### config.mk
export PLATFORM = sky130hd
export DESIGN_NAME = fc_seq_ctrl
export DESIGN_NICKNAME = d
export VERILOG_FILES = /design/src/rtl/fc_pkg.sv /design/src/rtl/fc_mac_unit.sv /design/src/rtl/fc_seq_ctrl.sv
export SDC_FILE = /design/constraint.sdc
export NUM_CORES = 1
export LEC_CHECK = 0
export CORE_MARGIN = 2
export CORE_UTILIZATION = 57
export CTS_BUF_LIST = sky130_fd_sc_hd__clkbuf_8
export CTS_CLUSTER_SIZE = 20
export DETAILED_ROUTE_END_ITERATION = 8
export GPL_TIMING_DRIVEN = 0
export PLACE_DENSITY = 0.8
export REMOVE_ABC_BUFFERS = 1
export SETUP_SLACK_MARGIN = 0.4
export SYNTH_ARGS = -nofsm -noshare
export SYNTH_HDL_FRONTEND = slang
export SYNTH_SLANG_ARGS = --single-unit
### constraint.sdc
create_clock -name clk -period 13.9 [get_ports clk]
set_input_delay 2.085 -clock clk [delete_from_list [all_inputs] [get_ports clk]]
set_output_delay 2.085 -clock clk [all_outputs]
set_load 0.005 [all_outputs]
### src/rtl/fc_pkg.sv
// Shared widths, FSM encoding and the saturation helper for the fully-connected
// layer sequencer.
package fc_pkg;

    localparam int DATA_W   = 16;
    localparam int WEIGHT_W = 8;
    localparam int ACC_W    = 32;

    typedef enum logic [1:0] {
        ST_IDLE,
        ST_MAC,
        ST_FIN,
        ST_DONE
    } state_t;

    // Clamp a wide accumulator value into the signed DATA_W output range.
    function automatic logic signed [DATA_W-1:0] sat16(input logic signed [ACC_W-1:0] v);
        if ((&v[ACC_W-1:DATA_W-1]) || !(|v[ACC_W-1:DATA_W-1]))
            return v[DATA_W-1:0];
        return v[ACC_W-1] ? {1'b1, {(DATA_W-1){1'b0}}} : {1'b0, {(DATA_W-1){1'b1}}};
    endfunction

endpackage

### src/rtl/fc_mac_unit.sv
// Multiply-accumulate datapath: 16x8 signed product into a 32-bit accumulator,
// plus the bias add and saturation that produce one neuron result.
module fc_mac_unit
    import fc_pkg::*;
(
    input  logic                       clk,
    input  logic                       reset,
    input  logic                       clr_i,
    input  logic                       acc_en_i,
    input  logic signed [DATA_W-1:0]   feat_i,
    input  logic signed [WEIGHT_W-1:0] w_i,
    input  logic signed [DATA_W-1:0]   bias_i,
    output logic signed [DATA_W-1:0]   result_o
);

    localparam int PROD_W = DATA_W + WEIGHT_W;

    logic signed [PROD_W-1:0] prod;
    logic signed [ACC_W-1:0]  prod_ext;
    logic signed [ACC_W-1:0]  bias_ext;
    logic signed [ACC_W-1:0]  acc_d;
    logic signed [ACC_W-1:0]  acc_q;
    logic signed [ACC_W-1:0]  sum;

    assign prod     = PROD_W'(feat_i) * PROD_W'(w_i);
    assign prod_ext = ACC_W'(prod);
    assign bias_ext = ACC_W'(bias_i);
    assign acc_d    = acc_en_i ? acc_q + prod_ext : acc_q;

    // The result sees the product arriving this cycle, so the last tap needs no extra cycle.
    assign sum      = acc_d + bias_ext;
    assign result_o = sat16(sum);

    always_ff @(posedge clk or posedge reset) begin
        if (reset)
            acc_q <= '0;
        else if (clr_i)
            acc_q <= '0;
        else
            acc_q <= acc_d;
    end

endmodule

### src/rtl/fc_seq_ctrl.sv
// Fully-connected layer sequencer: captures a feature vector, walks the weight
// ROM neuron by neuron and presents the saturated results with a handshake.
module fc_seq_ctrl
    import fc_pkg::*;
#(
    parameter  int N_IN  = 4,
    parameter  int N_OUT = 2,
    localparam int AW    = (N_IN * N_OUT > 1) ? $clog2(N_IN * N_OUT) : 1,
    localparam int NW    = (N_OUT > 1) ? $clog2(N_OUT) : 1
)(
    input  logic                        clk,
    input  logic                        reset,
    input  logic                        in_valid,
    output logic                        in_ready,
    input  logic [N_IN*DATA_W-1:0]      in_vec,
    input  logic                        abort,
    output logic                        w_rd_en,
    output logic [AW-1:0]               w_addr,
    input  logic signed [WEIGHT_W-1:0]  w_data,
    output logic [NW-1:0]               b_addr,
    input  logic signed [DATA_W-1:0]    b_data,
    output logic                        out_valid,
    input  logic                        out_ready,
    output logic [N_OUT*DATA_W-1:0]     out_vec,
    output logic                        busy
);

    localparam int IW = (N_IN > 1) ? $clog2(N_IN) : 1;
    localparam logic [IW-1:0] I_LAST = IW'(N_IN - 1);
    localparam logic [NW-1:0] N_LAST = NW'(N_OUT - 1);

    state_t                   state_q;
    logic [IW-1:0]            i_q;
    logic [IW-1:0]            sel_q;
    logic [NW-1:0]            n_q;
    logic                     vld_q;
    logic                     out_valid_q;
    logic signed [DATA_W-1:0] vec_q [N_IN];
    logic signed [DATA_W-1:0] out_q [N_OUT];
    logic signed [DATA_W-1:0] feat;
    logic signed [DATA_W-1:0] mac_result;
    logic                     accept;

    assign accept    = (state_q == ST_IDLE) && in_valid && !abort;
    assign in_ready  = (state_q == ST_IDLE);
    assign busy      = (state_q != ST_IDLE);
    assign w_rd_en   = (state_q == ST_MAC);
    assign w_addr    = AW'(n_q) * AW'(N_IN) + AW'(i_q);
    assign b_addr    = n_q;
    assign out_valid = out_valid_q;

    // w_data lags the address by one cycle, so the feature index is delayed to match.
    assign feat = vec_q[sel_q];

    fc_mac_unit u_mac (
        .clk      (clk),
        .reset    (reset),
        .clr_i    (state_q != ST_MAC),
        .acc_en_i (vld_q),
        .feat_i   (feat),
        .w_i      (w_data),
        .bias_i   (b_data),
        .result_o (mac_result)
    );

    always_ff @(posedge clk) begin
        if (accept)
            for (int j = 0; j < N_IN; j++)
                vec_q[j] <= in_vec[j*DATA_W +: DATA_W];
    end

    always_ff @(posedge clk or posedge reset) begin
        if (reset) begin
            state_q     <= ST_IDLE;
            i_q         <= '0;
            sel_q       <= '0;
            n_q         <= '0;
            vld_q       <= 1'b0;
            out_valid_q <= 1'b0;
            for (int j = 0; j < N_OUT; j++)
                out_q[j] <= '0;
        end else begin
            vld_q <= (state_q == ST_MAC);
            sel_q <= i_q;
            if (abort) begin
                state_q     <= ST_IDLE;
                out_valid_q <= 1'b0;
                i_q         <= '0;
                n_q         <= '0;
            end else begin
                case (state_q)
                    ST_IDLE: begin
                        if (in_valid) begin
                            i_q     <= '0;
                            n_q     <= '0;
                            state_q <= ST_MAC;
                        end
                    end
                    ST_MAC: begin
                        if (i_q == I_LAST)
                            state_q <= ST_FIN;
                        else
                            i_q <= i_q + 1'b1;
                    end
                    ST_FIN: begin
                        out_q[n_q] <= mac_result;
                        if (n_q == N_LAST) begin
                            state_q     <= ST_DONE;
                            out_valid_q <= 1'b1;
                        end else begin
                            n_q     <= n_q + 1'b1;
                            i_q     <= '0;
                            state_q <= ST_MAC;
                        end
                    end
                    ST_DONE: begin
                        if (out_ready) begin
                            state_q     <= ST_IDLE;
                            out_valid_q <= 1'b0;
                            i_q         <= '0;
                            n_q         <= '0;
                        end
                    end
                    default: state_q <= ST_IDLE;
                endcase
            end
        end
    end

    for (genvar j = 0; j < N_OUT; j++) begin : g_out
        assign out_vec[j*DATA_W +: DATA_W] = out_q[j];
    end

endmodule

=== Word level (Yosys, flattened, before mapping) ===
Memory sizes are Yosys's and may differ from the RTL's.
Index checks and enable logic that the tools add are counted.

* Register bits: 73
* RAM bits: 64
* Output and inout port bits: 40
* Memories: 1

* Add/sub/neg operators: 5
* $mul: 1
* Magnitude comparators: 2
* Equality and inequality tests: 11
* Mux-type cells: 30
* Bitwise gates (word level): 2
* Reductions and logical operators: 17

{| class="wikitable"
|+ Memories
! name !! depth !! bits a word !! rd ports !! clocked after Yosys merged registers in !! wr ports !! line !! RTL
|-
| vec_q || 4 || 16 || 1 || 0 || 4 || fc_seq_ctrl.sv:38 || <nowiki>logic signed [DATA_W-1:0] vec_q [N_IN];</nowiki>
|}

{| class="wikitable"
|+ Operators with widths
! cell !! number
|-
| $mux W16 || 4
|-
| $mux W32 || 2
|-
| $add A32 B16 Y32 || 1
|-
| $add A32 B24 Y32 || 1
|-
| $bwmux W32 || 1
|-
| $mul A16 B8 Y24 || 1
|-
| $mux W2 || 9
|-
| $reduce_and A17 Y1 || 1
|-
| $reduce_or A17 Y1 || 1
|-
| $demux W16 S1 || 1
|-
| $pmux W2 S4 || 2
|-
| $ne A3 B3 Y1 const B || 4
|-
| $mux W1 || 9
|-
| $reduce_and A3 Y1 || 3
|-
| $eq A2 B2 Y1 const B || 3
|-
| $ne A3 B2 Y1 const B || 2
|-
| $reduce_and A4 Y1 || 1
|-
| $reduce_bool A4 Y1 || 1
|-
| $add A3 B2 Y3 || 1
|-
| $logic_and A1 B1 Y1 || 3
|-
| $pmux W1 S3 || 1
|-
| $reduce_bool A3 Y1 || 1
|-
| $add A2 B1 Y2 const B || 1
|-
| $eq A2 B1 Y1 const B || 1
|-
| other kinds (12) || 13
|}

=== Logic depth before layout (Yosys ltp) ===
An unclocked memory read counts as a cell.

* Depth in word-level cells: 11
* Depth in mapped cells: 39
* Depth with buffers taken out: 35

=== Cells and area by module ===
A second synthesis with hierarchy kept.

* Cells, all modules: 1261
* Area, all modules: 13684.4 um2

{| class="wikitable"
|+ Modules (own cells, without submodules)
! module !! instances !! cells each !! area each (um2) !! seq. area each (um2)
|-
| fc_mac_unit || 1 || 1065 || 9683.0 || 800.8
|-
| fc_seq_ctrl || 1 || 196 || 4001.3 || 2947.8
|}

=== Worst setup path before layout ===
Ideal clock, no wire load.

* Kind: input -> register
* From: input w_data[0]
* To: register out_q, in the netlist out_vec[8]
* Setup time: 77 ps
* Data arrival time: 9439 ps
* Required time: 13823 ps
* Setup slack: 4384 ps
* Stages: 31
* Cell sequence: and2_1 inv_1 fa_1 inv_1 fa_1 fa_1 fa_1 ha_1 ha_1 a21oi_1 o21ai_0 a311oi_1 o31ai_1 a21o_1 a21oi_1 xnor2_1 mux2_2 ha_1 nand3_1 nor3_1 nand3_1 a2111oi_0 nor3_1 o31a_1 o31ai_1 xor2_1 o41ai_2 and2_1 buf_6 buf_12 a21oi_1

* Longest elaborated chain between the ends: 10
* Elaborated cells between the ends (all ways): 13
* Classes of those cells: 2 x add/sub; 1 x mul; 6 x mux; 4 x reduce/logical

{| class="wikitable"
|+ Ends and longest elaborated chain
! element !! line !! RTL
|-
| start: declaration || fc_seq_ctrl.sv:19 || <nowiki>input logic signed [WEIGHT_W-1:0] w_data,</nowiki>
|-
| $mul A16 B8 Y24 (*) || fc_mac_unit.sv:25 || <nowiki>assign prod = PROD_W'(feat_i) * PROD_W'(w_i);</nowiki>
|-
| $add A32 B24 Y32 (*) || fc_mac_unit.sv:28 || <nowiki>assign acc_d = acc_en_i ? acc_q + prod_ext : acc_q;</nowiki>
|-
| $mux W32 (*) || fc_mac_unit.sv:28 ||
|-
| $add A32 B16 Y32 (*) || fc_mac_unit.sv:31 || <nowiki>assign sum = acc_d + bias_ext;</nowiki>
|-
| $reduce_or A17 Y1 || fc_pkg.sv:18 || <nowiki>if ((&v[ACC_W-1:DATA_W-1]) || !(|v[ACC_W-1:DATA_W-1]))</nowiki>
|-
| $logic_not A1 Y1 || fc_pkg.sv:18 ||
|-
| $logic_or A1 B1 Y1 || fc_pkg.sv:18 ||
|-
| $mux W1 || fc_pkg.sv:18 ||
|-
| $mux W16 (*) || fc_pkg.sv:20 || <nowiki>return v[ACC_W-1] ? {1'b1, {(DATA_W-1){1'b0}}} : {1'b0, {(DATA_W-1){1'b1}}};</nowiki>
|-
| $bwmux W32 (*) || fc_seq_ctrl.sv:106 || <nowiki>out_q[n_q] <= mac_result;</nowiki>
|-
| end signal: indexed assignment || fc_seq_ctrl.sv:106 ||
|-
| end: declaration || fc_seq_ctrl.sv:39 || <nowiki>logic signed [DATA_W-1:0] out_q [N_OUT];</nowiki>
|}

Every way passes the cells marked *; elsewhere a longest branch is shown, timed or not. The select of a mux whose other input is x is not followed.
A chain may end at the register's enable or synchronous reset.

=== Final worst setup path ===
* From: input w_data[0]
* To: register out_q, in the netlist out_vec[30]

The elaborated chain is that of the path after synthesis.

==> key figures <==
Run status
  – Status: finished clean

Layout
  – Layout net count: 1746
  – Most frequent cells in the layout: fa_1 (161), inv_1 (133), clkdlybuf4s50_1 (132)
  – Final core utilization: 66.3%
  – Antenna cells: 0
  – Share of layout cells above drive strength 1: 7.35%
  – Commonest non-fill, non-tap cell in the layout: fa_1
  – Area Overhead vs Synth: 15.0%

Placed design
  – Routability cong.: 0.897
  – # port buffers: roughly 130
  – Post-DP HPWL: approximately 23000 um

Detailed routing
  – Total Wirelength: roughly 29000 um
  – Iter 0 DRT Violations: 590
  – Drt drc: 0
  – DR vias/cell: about 5.6
  – Routed Antenna Nets: 0
  – Vias post-DR: 9619
  – TritonRoute pass-1 iters: 8
  – Avg WL per Cell: about 17 um

STA
  – Max Transition Viols Final: 0
  – Slew HR: 21.6%
  – Final setup viols: 0
  – Final Cycle Share: 83.9%
  – Worst Skew: 15.5 ps
  – Tmin final: 11660 ps
  – Unrepaired setup endpoints after global routing: false
  – F_max: between 80 and 90 MHz
  – TNS Setup: 0 ps
  – Fin. Hold Viols: 0
  – Tightest Pin Transition: 1180 ps

Critical path
  – CP max stage cell: and2_1
  – RR Startpoint: sel_q[0]$_DFF_PP0_
  – Worst path max stage delay: 980 ps
  – Cell mode on critical path: fa_1
  – Critical Path Source Type: input pin
  – CP required: about 14000 ps
  – Setup Crit Path Kind: in -> reg
  – Setup slack, reg-to-reg: 3110 ps
  – Critical Path End Type: register
  – Crit path max fanout: 17
  – FF-to-FF path depth: 32
  – Worst R2R End: out_vec[30]$_DFFE_PP0P_
  – WP data arrival: 12030 ps

Floorplanning
  – Die Width: 157 um
  – Boundary Pins: 133
  – Core Region: 0.0233 mm2
  – Standard-cell row count: 56
  – Initial Util: 57.6%
  – Die area: 0.0248 mm2
  – Die extent in y: 157 um

GRT
  – GR Util All Layers: 24.4%
  – Vias in the first global route: a little under 10000
  – GR Overflow Total: 0
  – First-pass GRT wire length: 47500 um
  – Largest net degree at the start of global routing: 49
  – Initial antenna violation count: 0

CTS
  – Root Driver: clkbuf_8
  – CTS Buf Count: 17
  – Buffer depth of the longest clock path: 2
  – H-tree Lvls: 4
  – PostCTS Resize Cnt: 0
  – Hold-fix buffers, CTS: 0
  – Post-CTS Repair Setup Buffers: 0
  – CTS tree: built
  – Clk_lat worst skew: 470 ps
  – CTS Sinks: 137
  – Clock transition at the registers of the reported paths: about 80 ps

Yosys
  – Post-synth EDFFs: 64
  – Mean Syn Cell Area: 10.6 um2
  – Seq/Total Area, Yosys: 28.0%
  – Syn Inst Count: 1270
  – Netlist cell types: 69
  – Yosys warning count: 0
  – Top FF cell, synth: dfrtp_1
  – Seq cells post-synth: 137
  – Async SR Flop Fraction: between 50 and 60%
  – Post-Syn Area: between 0.01 and 0.015 mm2

Worst hold path
  – Hold depth: 0
  – Hold Crit Start: i_q[1]$_DFFE_PP0P_
  – Worst hold path class: reg -> reg
  – Hold Path Sink: sel_q[1]$_DFF_PP0_

Run
  – Total of max-cap violations: 0
[cells in the mapped netlist (all sizes together), types with 3 or more instances]
library cell  number  area (um2)
fa               161        3220
inv              134         503
and2             110         688
ha               103        1290
nand2            102         383
nor2              86         323
a21oi             83         475
dfrtp             73        1830
edfxtp            64        1920
o21ai             49         245
xnor2             33         289
clkbuf            29         109
a21o              27         203
xor2              19         166
mux4              16         360
nand3             16        80.1
nor3              16        80.1
mux2              15         169
buf               10        93.8
nand2b            10        62.6
o211ai             9        67.6
o21a               8        60.1
a31oi              7        50.1
o21bai             7        52.6
a41oi              6        52.6
and3               6        37.5
nor2b              6        37.5
o31ai              6        45.0
or3                6        37.5
nand4              5        31.3
a2111oi            3        26.3
a211oi             3        22.5
nor3b              3        33.8
o2111ai            3        26.3
o2bb2ai            3        26.3
or2                3        18.8
[per-stage QoR]
stage | setup slack, ps | cell area (um2) | cells | hold slack [ps]
6_report | 2240 | 15400 | 1721 | 447
2_1_floorplan | 4230 | 13200 | 1231 | 418
4_1_cts | 2270 | 15400 | 1721 | 458
3_3_place_gp | 1740 | 14900 | 1682 | 435
5_1_grt | 1440 | 15400 | 1721 | 466
3_5_place_dp | 1820 | 15000 | 1689 | 436
[layout make-up]
class	instances	area, um2
clock buffers	17	234
multi-input cells	960	8960
clock inverters	15	154
repair buffers	139	1420
fillers	1861	7840
inverters	134	505
well taps	319	399
flip-flops and latches	137	3750
[logic make-up (layout without fill, tap and decap cells)]
family                   after synthesis  after routing  synth area share [%]
AND/OR/NAND/NOR                      378            378                  14.1
adder cells (fa/ha/maj)              264            264                  33.7
AO/OA/AOI/OAI                        235            235                  11.6
buffers and inverters                173            305                  5.27
flip-flops                           137            137                  28.0
XOR/XNOR                              52             52                  3.40
multiplexers                          31             31                  3.95
[registers in the layout, indices dropped and copies added, names as in the netlist]
register,count
vld_q,1
b_addr,1
sel_q,2
state_q,2
i_q,2
out_valid,1
out_vec,32
u_mac.acc_q,32
vec_q,64
[how the worst max path moves through the flow]
stage | from | end | slack [ps]
6_report | w_data[0] | out_vec[30]$_DFFE_PP0P_ | 2240
5_1_grt | w_data[0] | out_vec[8]$_DFFE_PP0P_ | 1440
4_1_cts | w_data[0] | out_vec[8]$_DFFE_PP0P_ | 2270
3_5_place_dp | w_data[0] | out_vec[8]$_DFFE_PP0P_ | 1820
3_3_place_gp | w_data[0] | out_vec[8]$_DFFE_PP0P_ | 1740
2_1_floorplan | w_data[0] | out_vec[26]$_DFFE_PP0P_ | 4230
[worst max-delay path, delay by kind of cell]
kind	cells	cell delay, ps
AOI/OAI and AO/OA	11	2870
xor gates and xnor gates	2	500
adders and majority gates	7	2960
buffers and inverters	3	1050
muxes	1	280
and+or+nand+nor	6	2270
[per-layer routing]
| metal | global-route usage (%) | vias to the layer above | part of all wire (%) | wire [um] |
|---|---|---|---|---|
| met2 | 43.8 | 192 | 53 | 15400 |
| met3 | 3.33 | 40 | 3.1 | 907 |
| li1 | - | 4536 | - | - |
| met5 | 0 | - | 0 | 0 |
| met4 | 6.62 | 0 | 1.8 | 516 |
| met1 | 31.0 | 4851 | 42 | 12000 |
Power is left out: the tool's default activity adds up to more than one toggle a clock period on the data nets, which glitch-free logic cannot reach.
